--- config.mk ---
export PLATFORM = sky130hd
export DESIGN_NAME = quadratic_root_search
export DESIGN_NICKNAME = d
export VERILOG_FILES = /design/src/rtl/quadratic_pkg.sv /design/src/rtl/quad_init_eval.sv /design/src/rtl/quadratic_root_search.sv
export SDC_FILE = /design/constraint.sdc
export NUM_CORES = 2
export LEC_CHECK = 0
export ABC_AREA = 1
export BUFFER_PORTS_ARGS = -buffer_cell sky130_fd_sc_hd__buf_2
export CAP_MARGIN = 10
export CELL_PAD_IN_SITES_DETAIL_PLACEMENT = 0
export CELL_PAD_IN_SITES_GLOBAL_PLACEMENT = 2
export CORE_UTILIZATION = 42
export CTS_CLUSTER_DIAMETER = 80
export CTS_CLUSTER_SIZE = 25
export DETAILED_ROUTE_END_ITERATION = 10
export PLACE_DENSITY_LB_ADDON = 0.1
export SLEW_MARGIN = 20
export SYNTH_ARGS = -nofsm -noshare
export SYNTH_HDL_FRONTEND = slang
export SYNTH_SLANG_ARGS = --single-unit
--- constraint.sdc ---
create_clock -name CLK -period 46.1 [get_ports CLK]
set_input_delay 9.22 -clock CLK [delete_from_list [all_inputs] [get_ports CLK]]
set_output_delay 9.22 -clock CLK [all_outputs]
set_load 0.05 [all_outputs]
--- src/rtl/quadratic_pkg.sv ---
// Shared widths, FSM encoding and sign-extension helpers for the quadratic
// root search datapath.
package quadratic_pkg;

  localparam int WL_DEF = 15;
  localparam int AW_DEF = 3 * WL_DEF + 2;

  typedef enum logic [1:0] {
    IDLE = 2'd0,
    INIT = 2'd1,
    SCAN = 2'd2,
    DONE = 2'd3
  } state_e;

  function automatic logic signed [AW_DEF-1:0] sext_wl(input logic signed [WL_DEF-1:0] v);
    return AW_DEF'(v);
  endfunction

  function automatic logic signed [AW_DEF-1:0] sext_y(input logic signed [2*WL_DEF-1:0] v);
    return AW_DEF'(v);
  endfunction

endpackage

--- src/rtl/quad_init_eval.sv ---
// Seeds the forward-difference scan: g0 = f(x_lo) - y and d0 = f(x_lo+1) - f(x_lo).
// The only multipliers of the search live here and are consumed during INIT.
module quad_init_eval
  import quadratic_pkg::*;
#(
  parameter int WL = WL_DEF,
  parameter int AW = 3 * WL + 2
) (
  input  logic signed [WL-1:0]   a,
  input  logic signed [WL-1:0]   b,
  input  logic signed [WL-1:0]   c,
  input  logic signed [2*WL-1:0] y,
  input  logic signed [WL-1:0]   x_lo,
  output logic signed [AW-1:0]   g0,
  output logic signed [AW-1:0]   d0
);

  localparam logic signed [AW-1:0] ONE = 1;

  logic signed [AW-1:0] a_e, b_e, c_e, x_e, y_e;

  assign a_e = sext_wl(a);
  assign b_e = sext_wl(b);
  assign c_e = sext_wl(c);
  assign x_e = sext_wl(x_lo);
  assign y_e = sext_y(y);

  assign g0 = a_e * x_e * x_e + b_e * x_e + c_e - y_e;
  assign d0 = a_e * ((x_e <<< 1) + ONE) + b_e;

endmodule

--- src/rtl/quadratic_root_search.sv ---
// Scans x upward from x_lo for the first point where A*x^2+B*x+C meets or
// crosses y, advancing g = f(x)-y with one add per cycle.
module quadratic_root_search
  import quadratic_pkg::*;
#(
  parameter int WL = WL_DEF,
  parameter int AW = 3 * WL + 2
) (
  input  logic                   CLK,
  input  logic                   RST,
  input  logic                   start,
  input  logic signed [WL-1:0]   a,
  input  logic signed [WL-1:0]   b,
  input  logic signed [WL-1:0]   c,
  input  logic signed [2*WL-1:0] y,
  input  logic signed [WL-1:0]   x_lo,
  input  logic signed [WL-1:0]   x_hi,
  output logic                   busy,
  output logic                   done,
  output logic                   found,
  output logic                   exact,
  output logic signed [WL-1:0]   x_out,
  output logic signed [AW-1:0]   f_out
);

  localparam logic signed [WL-1:0] X_ONE = 1;

  state_e state_q, state_d;
  logic signed [WL-1:0]   a_q, a_d, b_q, b_d, c_q, c_d;
  logic signed [2*WL-1:0] y_q, y_d;
  logic signed [WL-1:0]   xlo_q, xlo_d, xhi_q, xhi_d;
  logic signed [WL-1:0]   x_q, x_d;
  logic signed [AW-1:0]   g_q, g_d, d_q, d_d, gp_q, gp_d;
  logic                   pv_q, pv_d;
  logic                   found_q, found_d, exact_q, exact_d;
  logic signed [WL-1:0]   xout_q, xout_d;
  logic signed [AW-1:0]   fout_q, fout_d;

  logic signed [AW-1:0] g0, d0, y_e, a_e;
  logic hit_exact, hit_cross, at_end;

  quad_init_eval #(.WL(WL), .AW(AW)) u_init (
    .a    (a_q),
    .b    (b_q),
    .c    (c_q),
    .y    (y_q),
    .x_lo (xlo_q),
    .g0   (g0),
    .d0   (d0)
  );

  assign y_e = sext_y(y_q);
  assign a_e = sext_wl(a_q);

  // g_prev is never zero when pv_q is set (a zero would already have hit),
  // so comparing sign bits is a true sign-change test.
  assign hit_exact = (g_q == '0);
  assign hit_cross = pv_q && (g_q[AW-1] != gp_q[AW-1]);
  assign at_end    = (x_q == xhi_q);

  always_comb begin
    state_d = state_q;
    a_d = a_q; b_d = b_q; c_d = c_q; y_d = y_q;
    xlo_d = xlo_q; xhi_d = xhi_q;
    x_d = x_q; g_d = g_q; d_d = d_q; gp_d = gp_q; pv_d = pv_q;
    found_d = found_q; exact_d = exact_q; xout_d = xout_q; fout_d = fout_q;
    case (state_q)
      IDLE: begin
        if (start) begin
          a_d = a; b_d = b; c_d = c; y_d = y;
          xlo_d = x_lo; xhi_d = x_hi;
          found_d = 1'b0; exact_d = 1'b0; xout_d = '0; fout_d = '0;
          state_d = INIT;
        end
      end
      INIT: begin
        if (xlo_q > xhi_q) begin
          xout_d  = xlo_q;
          fout_d  = g0 + y_e;
          state_d = DONE;
        end else begin
          x_d = xlo_q; g_d = g0; d_d = d0; pv_d = 1'b0;
          state_d = SCAN;
        end
      end
      SCAN: begin
        // Bound test precedes the increment, so x never wraps past x_hi.
        if (hit_exact || hit_cross || at_end) begin
          found_d = hit_exact || hit_cross;
          exact_d = hit_exact;
          xout_d  = x_q;
          fout_d  = g_q + y_e;
          state_d = DONE;
        end else begin
          gp_d = g_q;
          pv_d = 1'b1;
          x_d  = x_q + X_ONE;
          g_d  = g_q + d_q;
          d_d  = d_q + (a_e <<< 1);
        end
      end
      DONE:    state_d = IDLE;
      default: state_d = IDLE;
    endcase
  end

  always_ff @(posedge CLK) begin
    if (RST) begin
      state_q <= IDLE;
      a_q <= '0; b_q <= '0; c_q <= '0; y_q <= '0;
      xlo_q <= '0; xhi_q <= '0;
      x_q <= '0; g_q <= '0; d_q <= '0; gp_q <= '0; pv_q <= 1'b0;
      found_q <= 1'b0; exact_q <= 1'b0; xout_q <= '0; fout_q <= '0;
    end else begin
      state_q <= state_d;
      a_q <= a_d; b_q <= b_d; c_q <= c_d; y_q <= y_d;
      xlo_q <= xlo_d; xhi_q <= xhi_d;
      x_q <= x_d; g_q <= g_d; d_q <= d_d; gp_q <= gp_d; pv_q <= pv_d;
      found_q <= found_d; exact_q <= exact_d; xout_q <= xout_d; fout_q <= fout_d;
    end
  end

  assign busy  = (state_q == INIT) || (state_q == SCAN);
  assign done  = (state_q == DONE);
  assign found = found_q;
  assign exact = exact_q;
  assign x_out = xout_q;
  assign f_out = fout_q;

endmodule

==> Yosys cells after proc, flatten, opt, wreduce, memory -nomap -nowiden <==
Index checks and enable logic that the tools add are counted.
{ "classes": {"reduce_logical": 15, "mul": 4, "n_eq_ne": 10, "n_addsub": 10, "magnitude_cmp": 1, "muxes": 29, "bitwise_logic": 1} }
{ "op_table": {"columns": ["cell", "count"], "rows": [
  ["2-to-1 mux 47 bit", 7],
  ["one-hot mux 47 bit (2 select lines)", 2],
  ["one-hot mux 47 bit (3 select lines)", 1],
  ["adder 47 x 30 -> 47 bit", 2],
  ["adder 47 bit", 2],
  ["2-to-1 mux 15 bit", 5],
  ["multiplier 15 x 15 -> 30 bit", 2],
  ["adder 47 x 15 -> 47 bit", 1],
  ["adder 47 x 16 -> 47 bit", 1],
  ["zero test 47 bit", 1],
  ["subtractor 47 x 30 -> 47 bit", 1],
  ["multiplier 30 x 15 -> 45 bit", 1],
  ["one-hot mux 15 bit (3 select lines)", 1],
  ["adder 32 x 15 -> 33 bit", 1],
  ["multiplier 15 x 17 -> 32 bit", 1],
  ["one-hot mux 15 bit (2 select lines)", 1],
  ["adder 16 x 2 -> 17 bit, second input constant", 1],
  ["adder 15 x 2 -> 15 bit, second input constant", 1],
  ["equality test 15 bit", 1],
  ["greater-than comparator 15 bit", 1],
  ["!= test 2 bit, second input constant", 5],
  ["one-hot mux 2 bit (4 select lines)", 1],
  ["2-to-1 mux 1 bit", 6],
  ["one-hot mux 1 bit (2 select lines)", 3],
  ["other kinds (13)", 21]
]} }
{ "word_totals": {"elab_cells": 86, "input_bits": 108, "output_inout_bits": 66, "ff_bits": 328} }

==> Logic depth before layout (Yosys ltp) <==
{ "depth": {"ltp_word": 8, "ltp_mapped": 81, "mapped_depth_nobuf": 79} }

==> By module <==
From an unflattened synthesis, not the netlist that was laid out.
{ "unflattened": {"hier_cells": 10284, "hier_area_um2": 72193.0} }
{ "modules_own_cells": {"columns": ["mod", "instances", "area_each_um2", "cells_each"], "rows": [
  ["quad_init_eval", 1, 47700.7, 5848],
  ["quadratic_root_search", 1, 24492.2, 4436]
]} }

==> Worst setup path before layout <==
Ideal clock, no wire load.
{ "synth_timing": {"path_type": "reg2reg", "from": "reg a_q[14]", "to": "reg fout_q[42] (netlist: f_out[42])", "required_ns": 45.968, "setup_time_ns": 0.132, "path_slack_ns": 31.640, "arrival_ns": 14.328, "path_stages_with_launch": 67, "period_less_slack_ns": 14.460, "path_buffers": 1, "cell_sequence": "dfxtp_1 -> clkbuf_1 -> nand2_1 -> fa_1 -> inv_1 -> fa_1 -> fa_1 -> fa_1 -> fa_1 -> inv_1 -> fa_1 -> inv_1 -> ha_1 -> nand2_1 -> nor4_1 -> nand4_1 -> nand3_1 -> nand3_1 -> [31 not listed] -> inv_1 -> nor4_1 -> nand4_1 -> nand3_1 -> a21oi_1 -> o21ai_0 -> nand2_1 -> ha_1 -> nand2_1 -> nor2_1 -> inv_1 -> nor2_1 -> nand3b_1 -> or2_2 -> nand3_1 -> nand2_1 -> nand3_1 -> a21oi_1"} }
{ "synth_via": {"elab_chain_cells": 8} }
{ "synth_lines": {"columns": ["item", "line_no", "source"], "rows": [
  ["from (decl)", "quadratic_root_search.sv:29", "logic signed [WL-1:0] a_q, a_d, b_q, b_d, c_q, c_d;"],
  ["from (signal assigned)", "quadratic_root_search.sv:110", "a_q <= '0; b_q <= '0; c_q <= '0; y_q <= '0;"],
  ["from (signal assigned)", "quadratic_root_search.sv:116", "a_q <= a_d; b_q <= b_d; c_q <= c_d; y_q <= y_d;"],
  ["multiplier 15 x 15 -> 30 bit", "quad_init_eval.sv:28", "assign g0 = a_e * x_e * x_e + b_e * x_e + c_e - y_e;"],
  ["multiplier 30 x 15 -> 45 bit", "quad_init_eval.sv:28", null],
  ["adder 47 bit", "quad_init_eval.sv:28", null],
  ["adder 47 x 15 -> 47 bit", "quad_init_eval.sv:28", null],
  ["subtractor 47 x 30 -> 47 bit", "quad_init_eval.sv:28", null],
  ["adder 47 x 30 -> 47 bit", "quadratic_root_search.sv:79", "fout_d = g0 + y_e;"],
  ["2-to-1 mux 47 bit", "quadratic_root_search.sv:77", "if (xlo_q > xhi_q) begin"],
  ["one-hot mux 47 bit (3 select lines)", "quadratic_root_search.sv:67", "case (state_q)"],
  ["to (signal assigned)", "quadratic_root_search.sv:119", "found_q <= found_d; exact_q <= exact_d; xout_q <= xout_d; fout_q <= fout_d;"],
  ["to (decl)", "quadratic_root_search.sv:37", "logic signed [AW-1:0] fout_q, fout_d;"]
]} }
Every way passes these cells. The select of a mux whose other input is x is not followed.
A chain may end at the register's enable or synchronous reset.

==> Worst setup path in the final report <==
{ "layout_timing": {"from": "reg a_q[14]", "to": "reg fout_q[46] (netlist: f_out[46])"} }
The elaborated chain is that of the path after synthesis.

==> run_results.csv <==
group,metric,value,unit
logic_synthesis,synth_edf_count,0,
sta,period_share,38.6,%
sta,max_freq,56.2,MHz
sta,finalWorstSetupSlack,28.29,ns
clocking,cts_buffers,30,
floorplan,core_area,159000,µm²
setup_path,cp.arrival,18.45,ns
finish,most-common-layout-cells,"2129 x inv_1, 1762 x nand2_1, 1193 x fa_1, 760 x nor2_1, 589 x a21oi_1",
setup_path,slowest_delay,0.88,ns
logic_synthesis,yosysWarnings,0,
logic_synthesis,synth_compound_area_share,11.9,%
sta,setup_viol,0,
route,final_antenna_net_count,0,
sta,setup_tns,0,ns
route,wl,271000,µm
logic_synthesis,synthAdderAreaFrac,45.8,%
setup_path,crit_path_frequent_cell,"fa_1",
floorplan,design.die.area,162000,µm²
floorplan,start_util,42.5,%
grt,grt_antenna_before_repair,39,
route,first_iter_violations,4736,
clocking,clk_pin_slew_worst_paths,0.11,ns
sta,hold_viol,0,
sta,finalMaxSlewViolations,0,
placement,gp_congestion,0.980,
clocking,tritoncts,"yes",
setup_path,cp.required,46.75,ns
logic_synthesis,synth_cell_type_count,56,
logic_synthesis,synth_top_family_by_area,"adder cells",
route,via_count,59900,
clocking,ctsHoldBuffers,0,
logic_synthesis,synthMuxAreaShare,0,%
setup_path,critPathMaxFanout,53,
finish,final_common_cell,"inv_1",
finish,register_area,5670,µm²
route,via_per_inst,5.34,
logic_synthesis,avgSynthCellArea,7.42,µm²
floorplan,fp.dieW,403,µm
finish,design_area,71700,µm²
finish,nNetsFinal,11000,
clocking,clock-sinks,282,
placement,hpwl,226000,µm
hold_path,hp-class,"reg2reg",
status,status,"completed",
placement,placed_area,70500,µm²
grt,grt_pass1_wl,403000,µm
route,wl_per_cell,24.1,µm
logic_synthesis,ys.flop_type,"dfxtp_1",
grt,grt_pass1_vias,61600,
logic_synthesis,ys_ff_latch,282,
finish,multi_input_area,52700,µm²
clocking,ctsResizeCount,0,
clocking,clk_latency,0.72,ns
finish,syn_to_final_growth,6.17,%
grt,grtUsageTotal,33.5,%
clocking,post_cts_buffers,0,
floorplan,ios,174,
setup_path,worst_setup_path_end_kind,"flop",
logic_synthesis,synth-simple-area-share,17.7,%
logic_synthesis,synth_area,67500,µm²
setup_path,critPathSlowestCell,"fa_1",
sta,rsz0062_at_grt,"false",
setup_path,reg2reg_slack,28.29,ns
sta,period_needed,17.81,ns
setup_path,critPathKind,"reg2reg",
logic_synthesis,ys_seq_area_share,8.36,%
run,max-cap-violations,0,
setup_path,worst_setup_path_start_kind,"flop",
placement,numPortBuffers,173,
placement,pre_cts_ws,28.33,ns
clocking,cts_max_path_buffers,3,
finish,layout-drive-gt1-share,4.69,%
sta,skew,0.0795,ns
grt,grt_max_degree,177,
logic_synthesis,synthArstFlopShare,0,%
logic_synthesis,synth.net_count,11000,
floorplan,die_height,403,µm
logic_synthesis,syn_inst,9107,
route,first_pass_iters,6,
grt,grt_overflow_total,0,
route,drc_errors,0,
logic_synthesis,synth-xor-area-share,2.56,%
floorplan,rows,146,
sta,relSlewSlack,15.2,%
sta,worstMarginPinSlew,1.26,ns
clocking,cts.htree.levels,1,
clocking,root_buffer,"clkbuf_16",
finish,fillCellCount,16800,
-- worst max-delay path: cells and delay by family (launching register included) --
| kind | cells | cell delay [ns] |
|---|---|---|
| AO/OA/AOI/OAI | 14 | 3.53 |
| adder cells (fa/ha/maj) | 17 | 8.85 |
| buffers and inverters | 13 | 1.82 |
| flip-flops | 1 | 0.31 |
| AND/OR/NAND/NOR | 18 | 3.28 |
-- kinds of logic after synthesis --
kind of cell	Yosys count
and+or+nand+nor	2963
buffers and inverters	2434
adders and majority gates	1758
AOI/OAI and AO/OA	1475
DFF	282
xor gates and xnor gates	195
-- cell usage after synthesis (3+ instances only) --
master | instances | area share, %
o21bai_1 | 46 | 0.51
o221ai_1 | 9 | 0.12
clkbuf_1 | 226 | 1.3
o21ai_2 | 3 | 0.039
nor4_1 | 34 | 0.31
buf_1 | 27 | 0.15
xor2_1 | 105 | 1.4
a31oi_1 | 110 | 1.0
a21oi_1 | 589 | 4.4
a21boi_0 | 16 | 0.18
buf_4 | 5 | 0.056
inv_2 | 6 | 0.033
a221oi_1 | 5 | 0.065
fa_1 | 1193 | 35
buf_6 | 7 | 0.12
o211ai_1 | 13 | 0.14
a211oi_1 | 9 | 0.10
o21ai_1 | 18 | 0.13
o22ai_1 | 15 | 0.14
o21a_1 | 21 | 0.23
dfxtp_1 | 282 | 8.4
nand3_1 | 211 | 1.6
a21o_1 | 43 | 0.48
o31ai_1 | 5 | 0.056
a21oi_2 | 3 | 0.039
inv_1 | 2132 | 12
buf_2 | 22 | 0.16
nor2_1 | 760 | 4.2
and2_1 | 4 | 0.037
nor2_2 | 3 | 0.028
ha_1 | 565 | 10
clkinv_1 | 9 | 0.050
nand2_1 | 1763 | 9.8
nand4_1 | 40 | 0.37
nand2_2 | 7 | 0.065
nor3_1 | 59 | 0.44
nand3b_1 | 11 | 0.12
xnor2_1 | 89 | 1.2
and3_1 | 6 | 0.056
or2_2 | 54 | 0.50
o21ai_0 | 562 | 4.2
-- layer usage --
metal | part of all wire [%] | wire length [µm] | up-vias | global-route usage (%)
met5 | 0.030 | 82 | - | 0
met4 | 4.6 | 12400 | 12 | 12.6
met3 | 6.4 | 17200 | 393 | 4.84
met2 | 45 | 121000 | 1892 | 53.3
met1 | 44 | 120000 | 29800 | 46.1
li1 | - | - | 27800 | -
-- state kept, by name (all words and copies together) (netlist names), 15 cells and up --
register and cells:
g_q 47, d_q 47, b_q 15, x_out 15, xhi_q 15, c_q 15, a_q 15, x_q 15
xlo_q 15, y_q 30, f_out 47
-- layout make-up --
class | count | share of cell area (%)
flip-flops and latches | 282 | 7.91
inverters | 2147 | 11.2
diodes | 15 | 0.0524
clock buffers | 31 | 1.05
clock inverters | 24 | 0.506
well taps | 2072 | 3.62
repair buffers | 260 | 2.15
multi-input cells | 6391 | 73.5
-- path summary, 6_finish.rpt --
kind / cells after the start / startpoint / endpoint
max reg2reg: 62 / a_q[14]$_SDFFE_PP0P_ / f_out[46]$_SDFFE_PP0P_
min reg2reg: 2 / exact$_SDFFE_PP0P_ / exact$_SDFFE_PP0P_
max: 62 / a_q[14]$_SDFFE_PP0P_ / f_out[46]$_SDFFE_PP0P_
min: 2 / exact$_SDFFE_PP0P_ / exact$_SDFFE_PP0P_
-- metrics by stage --
| stage | instances | hold slack (ns) | util [%] |
|---|---|---|---|
| 2_1_floorplan | 9107 | 0.435 | - |
| 3_3_place_gp | 11200 | 0.450 | 44.4 |
| 3_5_place_dp | 11200 | 0.449 | 44.4 |
| 4_1_cts | 11200 | 0.463 | 45.1 |
| 5_1_grt | 11200 | 0.477 | 45.1 |
| 6_report | 11200 | 0.463 | 45.1 |
Power is not shown: default switching activity piles up to over one toggle a cycle in this logic, so the estimate is an artifact.
